File: src/rtl/riscv_pkg.sv
// Shared RV32I definitions used by the front end: word size, reset vector,
// bubble instruction and the fetch buffer entry layout.
package riscv_pkg;

    localparam int unsigned XLEN = 32;

    localparam logic [XLEN-1:0] RESET_PC_DEFAULT = 32'h0000_0000;
    localparam logic [XLEN-1:0] NOP              = 32'h0000_0013;

    // One decoded-ready slot: the instruction word and the PC it came from.
    typedef struct packed {
        logic [XLEN-1:0] pc;
        logic [XLEN-1:0] instr;
    } fetch_entry_t;

    // Force an address onto a 4-byte boundary.
    function automatic logic [XLEN-1:0] align_word(input logic [XLEN-1:0] addr);
        return addr & ~XLEN'(3);
    endfunction

endpackage

File: src/rtl/fetch_fifo.sv
// Synchronous DEPTH-entry FIFO with flush, occupancy count and head data.
// A push into a full FIFO is accepted only when a pop frees a slot in the same cycle.
module fetch_fifo #(
    parameter int unsigned WIDTH = 32,
    parameter int unsigned DEPTH = 2
) (
    input  logic                       clk,
    input  logic                       rst,
    input  logic                       push,
    input  logic                       pop,
    input  logic                       flush,
    input  logic [WIDTH-1:0]           wdata,
    output logic [WIDTH-1:0]           rdata,
    output logic [$clog2(DEPTH+1)-1:0] count
);

    localparam int unsigned PW = (DEPTH > 1) ? $clog2(DEPTH) : 1;
    localparam int unsigned CW = $clog2(DEPTH + 1);

    logic [WIDTH-1:0] mem_q [DEPTH];
    logic [PW-1:0]    wr_ptr_q, wr_ptr_d;
    logic [PW-1:0]    rd_ptr_q, rd_ptr_d;
    logic [CW-1:0]    count_q, count_d;
    logic             do_push;
    logic             do_pop;

    // Pointer advance that wraps for non-power-of-two depths.
    function automatic logic [PW-1:0] ptr_inc(input logic [PW-1:0] p);
        return (p == PW'(DEPTH - 1)) ? '0 : p + PW'(1);
    endfunction

    always_comb begin
        do_pop   = pop & (count_q != '0) & ~flush;
        do_push  = push & ~flush & ((count_q != CW'(DEPTH)) | do_pop);
        wr_ptr_d = wr_ptr_q;
        rd_ptr_d = rd_ptr_q;
        count_d  = count_q;
        if (flush) begin
            wr_ptr_d = '0;
            rd_ptr_d = '0;
            count_d  = '0;
        end else begin
            if (do_push) begin
                wr_ptr_d = ptr_inc(wr_ptr_q);
            end
            if (do_pop) begin
                rd_ptr_d = ptr_inc(rd_ptr_q);
            end
            count_d = count_q + CW'(do_push) - CW'(do_pop);
        end
    end

    always_ff @(posedge clk or posedge rst) begin
        if (rst) begin
            wr_ptr_q <= '0;
            rd_ptr_q <= '0;
            count_q  <= '0;
            mem_q    <= '{default: '0};
        end else begin
            wr_ptr_q <= wr_ptr_d;
            rd_ptr_q <= rd_ptr_d;
            count_q  <= count_d;
            if (do_push) begin
                mem_q[wr_ptr_q] <= wdata;
            end
        end
    end

    assign rdata = mem_q[rd_ptr_q];
    assign count = count_q;

endmodule

File: src/rtl/fetch_unit.sv
// RV32I instruction fetch: PC generation, credit-limited imem requests,
// in-order response buffering and redirect squash of wrong-path fetches.
module fetch_unit
    import riscv_pkg::*;
#(
    parameter logic [XLEN-1:0] RESET_PC = RESET_PC_DEFAULT,
    parameter int unsigned     DEPTH    = 2
) (
    input  logic            clk,
    input  logic            rst,
    output logic            imem_req_valid,
    input  logic            imem_req_ready,
    output logic [XLEN-1:0] imem_req_addr,
    input  logic            imem_rsp_valid,
    input  logic [XLEN-1:0] imem_rsp_data,
    input  logic            redirect_valid,
    input  logic [XLEN-1:0] redirect_pc,
    output logic            id_valid,
    input  logic            id_ready,
    output logic [XLEN-1:0] id_instr,
    output logic [XLEN-1:0] id_pc
);

    localparam int unsigned OW = $clog2(DEPTH + 1);
    localparam int unsigned SW = $clog2(2 * DEPTH + 1);

    logic [XLEN-1:0] pc_q, pc_d;
    logic [OW-1:0]   outstanding_q, outstanding_d;
    logic [OW-1:0]   drop_q, drop_d;

    logic [XLEN-1:0] pcq_head;
    logic [OW-1:0]   pcq_count;
    logic [OW-1:0]   buf_count;
    fetch_entry_t    buf_head;
    fetch_entry_t    buf_wdata;

    logic            pop;
    logic [SW-1:0]   occupancy;
    logic            req_ok;
    logic            req_fire;
    logic            rsp_fire;
    logic            rsp_keep;

    // Outstanding requests (dropped ones included) plus buffered entries never
    // exceed DEPTH, so every response in flight has a slot waiting for it.
    assign id_valid  = (buf_count != '0) & ~redirect_valid;
    assign pop       = id_valid & id_ready;
    assign occupancy = SW'(outstanding_q) + SW'(buf_count) - SW'(pop);
    assign req_ok    = (occupancy < SW'(DEPTH)) & ~redirect_valid;
    assign req_fire  = req_ok & imem_req_ready;

    assign imem_req_valid = req_ok & ~rst;
    assign imem_req_addr  = pc_q;

    // A response with nothing outstanding is a protocol violation and is ignored.
    assign rsp_fire = imem_rsp_valid & (outstanding_q != '0);
    assign rsp_keep = rsp_fire & (drop_q == '0) & ~redirect_valid & (pcq_count != '0);

    assign buf_wdata = '{pc: pcq_head, instr: imem_rsp_data};

    always_comb begin
        pc_d          = pc_q;
        outstanding_d = outstanding_q + OW'(req_fire) - OW'(rsp_fire);
        drop_d        = drop_q;
        if (redirect_valid) begin
            // Everything still in flight after this cycle belongs to the old path.
            pc_d   = align_word(redirect_pc);
            drop_d = outstanding_d;
        end else begin
            if (req_fire) begin
                pc_d = pc_q + XLEN'(4);
            end
            if (rsp_fire && (drop_q != '0)) begin
                drop_d = drop_q - OW'(1);
            end
        end
    end

    always_ff @(posedge clk or posedge rst) begin
        if (rst) begin
            pc_q          <= RESET_PC;
            outstanding_q <= '0;
            drop_q        <= '0;
        end else begin
            pc_q          <= pc_d;
            outstanding_q <= outstanding_d;
            drop_q        <= drop_d;
        end
    end

    // PCs of live (non-dropped) requests, matched to responses in order.
    fetch_fifo #(
        .WIDTH (XLEN),
        .DEPTH (DEPTH)
    ) u_pc_queue (
        .clk   (clk),
        .rst   (rst),
        .push  (req_fire),
        .pop   (rsp_keep),
        .flush (redirect_valid),
        .wdata (pc_q),
        .rdata (pcq_head),
        .count (pcq_count)
    );

    fetch_fifo #(
        .WIDTH ($bits(fetch_entry_t)),
        .DEPTH (DEPTH)
    ) u_instr_buf (
        .clk   (clk),
        .rst   (rst),
        .push  (rsp_keep),
        .pop   (pop),
        .flush (redirect_valid),
        .wdata (buf_wdata),
        .rdata (buf_head),
        .count (buf_count)
    );

    assign id_instr = buf_head.instr;
    assign id_pc    = buf_head.pc;

endmodule

File: config.mk
export PLATFORM = sky130hd
export DESIGN_NAME = fetch_unit
export DESIGN_NICKNAME = d
export VERILOG_FILES = /design/src/rtl/riscv_pkg.sv /design/src/rtl/fetch_fifo.sv /design/src/rtl/fetch_unit.sv
export SDC_FILE = /design/constraint.sdc
export NUM_CORES = 1
export LEC_CHECK = 0
export CAP_MARGIN = 10
export CORE_AREA = 2 2 156 158
export DETAILED_ROUTE_END_ITERATION = 10
export DIE_AREA = 0 0 158 160
export GPL_ROUTABILITY_DRIVEN = 0
export PLACE_DENSITY = 0.71
export SETUP_SLACK_MARGIN = 0.3
export SYNTH_ARGS = -nofsm -noshare
export SYNTH_HDL_FRONTEND = slang
export SYNTH_SLANG_ARGS = --single-unit
File: constraint.sdc
create_clock -name clk -period 25.4 [get_ports clk]
set_input_delay 6.35 -clock clk [delete_from_list [all_inputs] [get_ports clk]]
set_output_delay 6.35 -clock clk [all_outputs]
set_load 0.01 [all_outputs]
==> results.toml <==
[status]
status = "finished, final reports clean"

[sta]
slew_headroom_pct = 27.2
period_share_pct = 61.7
tns_ps = 0
fin_ws_ps = 9730
fmax_ghz = 0.0638
skew_ps = 16.3
slew_viol_final = 0
holdWs_ps = 487
hold_violations = 0
rsz0062_at_grt = "no"
finalCriticalPeriod_ps = 15670
worst_pin_slew_ps = 1090
finalSetupViolations = 0

[min_path]
hold_start = "u_instr_buf.mem_q[123]"
holdPathStages = 1
min_delay_worst_endpoint = "u_instr_buf.mem_q[123]"
hold_class = "reg2reg"

[routing]
wirelength_um = 23200
drt_iter0_markers = 345
first_pass_iters = 5
wl_per_cell_um = 18.1
detail-route-antenna-nets = 0
num_vias = 6856
vias_per_cell = 5.35
drc = 0

[finish]
final_core_util_pct = 55.5
seqCellArea_um2 = 5660
finalNonFillerCells = 1281
antennaDiodeCount = 0
design_area_um2 = 13200
drive_above_1_share_pct = 34.4
fin_nets = 1022
multi_input_comb_area_um2 = 4530
nFillCells = 2010
mostFrequentLayoutCells = "mux2_2 (269), dfrtp_1 (225), clkdlybuf4s50_1 (160), nand2_1 (44), clkbuf_16 (27)"
layout_commonest_cell = "mux2_2"
area_growth_pct = 24.3

[global_route]
busiest_layer = "met2"
grt_pass1_vias = 7023
use_met1_pct = 25.7
grt_max_degree = 154
grt_use_total_pct = 18.5
grt_pass1_wl_um = 37600
antenna_found_initial = 1
overflow = 0
met2_usage_pct = 29.9
met3_usage_pct = 3.72

[die]
dieArea_um2 = 25300
core_um2 = 23800
fp.dieW_um = 158
dieHeight_um = 160
boundaryPins = 168
rows = 57
initial_utilization_pct = 44.7

[synthesis]
syn_inst = 790
synth_edf_count = 0
ys_seq_area_share_pct = 53.2
ys_ff_latch = 226
async_flop_share_pct = 100
synth.distinct_cells = 55
ys_warn_count = 0
syn_area_um2 = 10600
synth.avg_cell_area_um2 = 13.5
ys.flop_type = "dfrtp_1"

[placed_design]
dp_cells = 1237
port-buffer-count = 161
dpl_cell_area_um2 = 12300
pre_cts_slack_ps = 9720
dp_hpwl_um = 14900

[power]
power.share.combinational_pct = 26.1
pwr-share-clk_pct = 32.6
p_leak_nw = 6.09
seqPwrFrac_pct = 41.3
fin_total_pwr_mw = 1.17
ir_drop_mv = 0.0542
p_per_area_nw_per_um2 = 88.4
internal_power_mw = 0.859
swShare_pct = 26.5
power_switching_mw = 0.310

[critical_path]
cp.arrival_ps = 9320
r2r_setup_slack_ps = 21310
crit_slowest_cell = "clkdlybuf4s50_1"
r2r_end = "u_pc_queue.mem_q[45]"
worstRegToRegCells = 13
cp-end-kind = "output port"
startpoint_type = "primary input"
path_max_fanout = 45
path_class = "in2out"
path_cells = "buf_2, buf_4, a21oi_1, nand2_1, inv_1, ha_1, nand2b_1, fa_1, xnor2_1, nor4b_1, clkdlybuf4s50_1"
required_ps = 19050
r2r_start = "u_instr_buf.count[1]"
slowest_delay_ps = 640

[clock_tree]
clock_sinks = 226
root_buffer = "clkbuf_16"
clk_pin_slew_ps = 60
cts_resized = 0
post_cts_buffers = 0
insertion_delay_ps = 530
cts_tree = "built"
max-clock-path-buffers = 3
cts_htree_levels = 1
cts_hold_buffers = 0
numCtsBuffers = 26

[job]
maxCapViolCount = 0
cell usage after synthesis, types with 2 or more instances:
library cell	number	area, µm²
mux2_2	269	3030
dfrtp_1	226	5660
nand2_1	44	165
clkbuf_1	24	90.1
nor2_1	23	86.3
o211ai_1	22	165
inv_1	19	71.3
nand3_1	19	95.1
o21ai_0	17	85.1
ha_1	10	125
nand4_1	9	56.3
buf_6	8	90.1
o311ai_0	8	70.1
xnor2_1	8	70.1
buf_12	7	140
mux2_1	7	78.8
and2_1	4	25.0
buf_4	4	30.0
nor4_1	4	25.0
a21o_1	3	22.5
a31oi_1	3	18.8
buf_2	3	15.0
nand2b_1	3	18.8
a21oi_1	2	10.0
a221o_1	2	20.0
a32oi_1	2	17.5
a41oi_1	2	17.5
and2b_4	2	20.0
and3_1	2	12.5
clkbuf_8	2	27.5
mux2i_1	2	20.0
nand3b_1	2	15.0
nor2b_1	2	12.5
o311ai_1	2	17.5
or2_2	2	12.5
or3_1	2	12.5
xor2_1	2	17.5
registers in the layout, summed over array words and instances (netlist names):
name / cells
u_instr_buf.count: 2
outstanding_q: 2
u_pc_queue.count: 2
imem_req_addr: 30
drop_q: 2
u_pc_queue.rd_ptr_q: 1
u_pc_queue.mem_q: 60
u_instr_buf.rd_ptr_q: 1
u_instr_buf.wr_ptr_q: 1
u_instr_buf.mem_q: 124
u_pc_queue.wr_ptr_q: 1
critical path: cells and delay by family:
family / cells / cell delay, ps
buffers and inverters: 4 / 1210
AND/OR/NAND/NOR: 3 / 810
XOR/XNOR: 1 / 200
adder cells (fa/ha/maj): 2 / 640
AO/OA/AOI/OAI: 1 / 120
power groups by stage:
stage	clock, mW	combinational, mW	sequential, mW
4_1_cts	0.392	0.310	0.483
5_1_grt	0.408	0.334	0.494
2_1_floorplan	0	0.195	0.475
3_5_place_dp	0	0.308	0.489
6_report	0.382	0.305	0.483
3_3_place_gp	0	0.303	0.486
metal layers:
layer	share of wire, %	vias up
met2	47	185
met1	45	3484
met5	0.056	-
met3	6.2	36
met4	2.1	2
li1	-	3149
cell type report:
| type | count | area share (%) |
|---|---|---|
| sequential | 226 | 42.8 |
| multi-input combinational | 499 | 34.3 |
| timing repair buffer | 169 | 12.6 |
| clock buffer | 38 | 5.88 |
| tap | 324 | 3.07 |
| clock inverter | 6 | 0.795 |
| inverter | 19 | 0.596 |
logic make-up after synthesis:
kind of cell	count (synthesis)	share of synthesized area, %
fa+ha+maj	11	1.36
other cells	1	0.0352
simple gates	127	6.17
buf+inv	68	4.40
xor+xnor	10	0.823
flops	226	53.2
mux	278	29.4
compound gates	69	4.65
worst max path at each step:
stage,slack (ps),depth (start not counted),to,startpoint
4_1_cts,9710,11,imem_req_valid,redirect_valid
3_5_place_dp,9720,11,imem_req_valid,redirect_valid
6_report,9730,11,imem_req_valid,redirect_valid
2_1_floorplan,10760,9,imem_req_valid,redirect_valid
5_1_grt,9560,11,imem_req_valid,redirect_valid
3_3_place_gp,9740,11,imem_req_valid,redirect_valid
(Power assumes the default switching activity.)
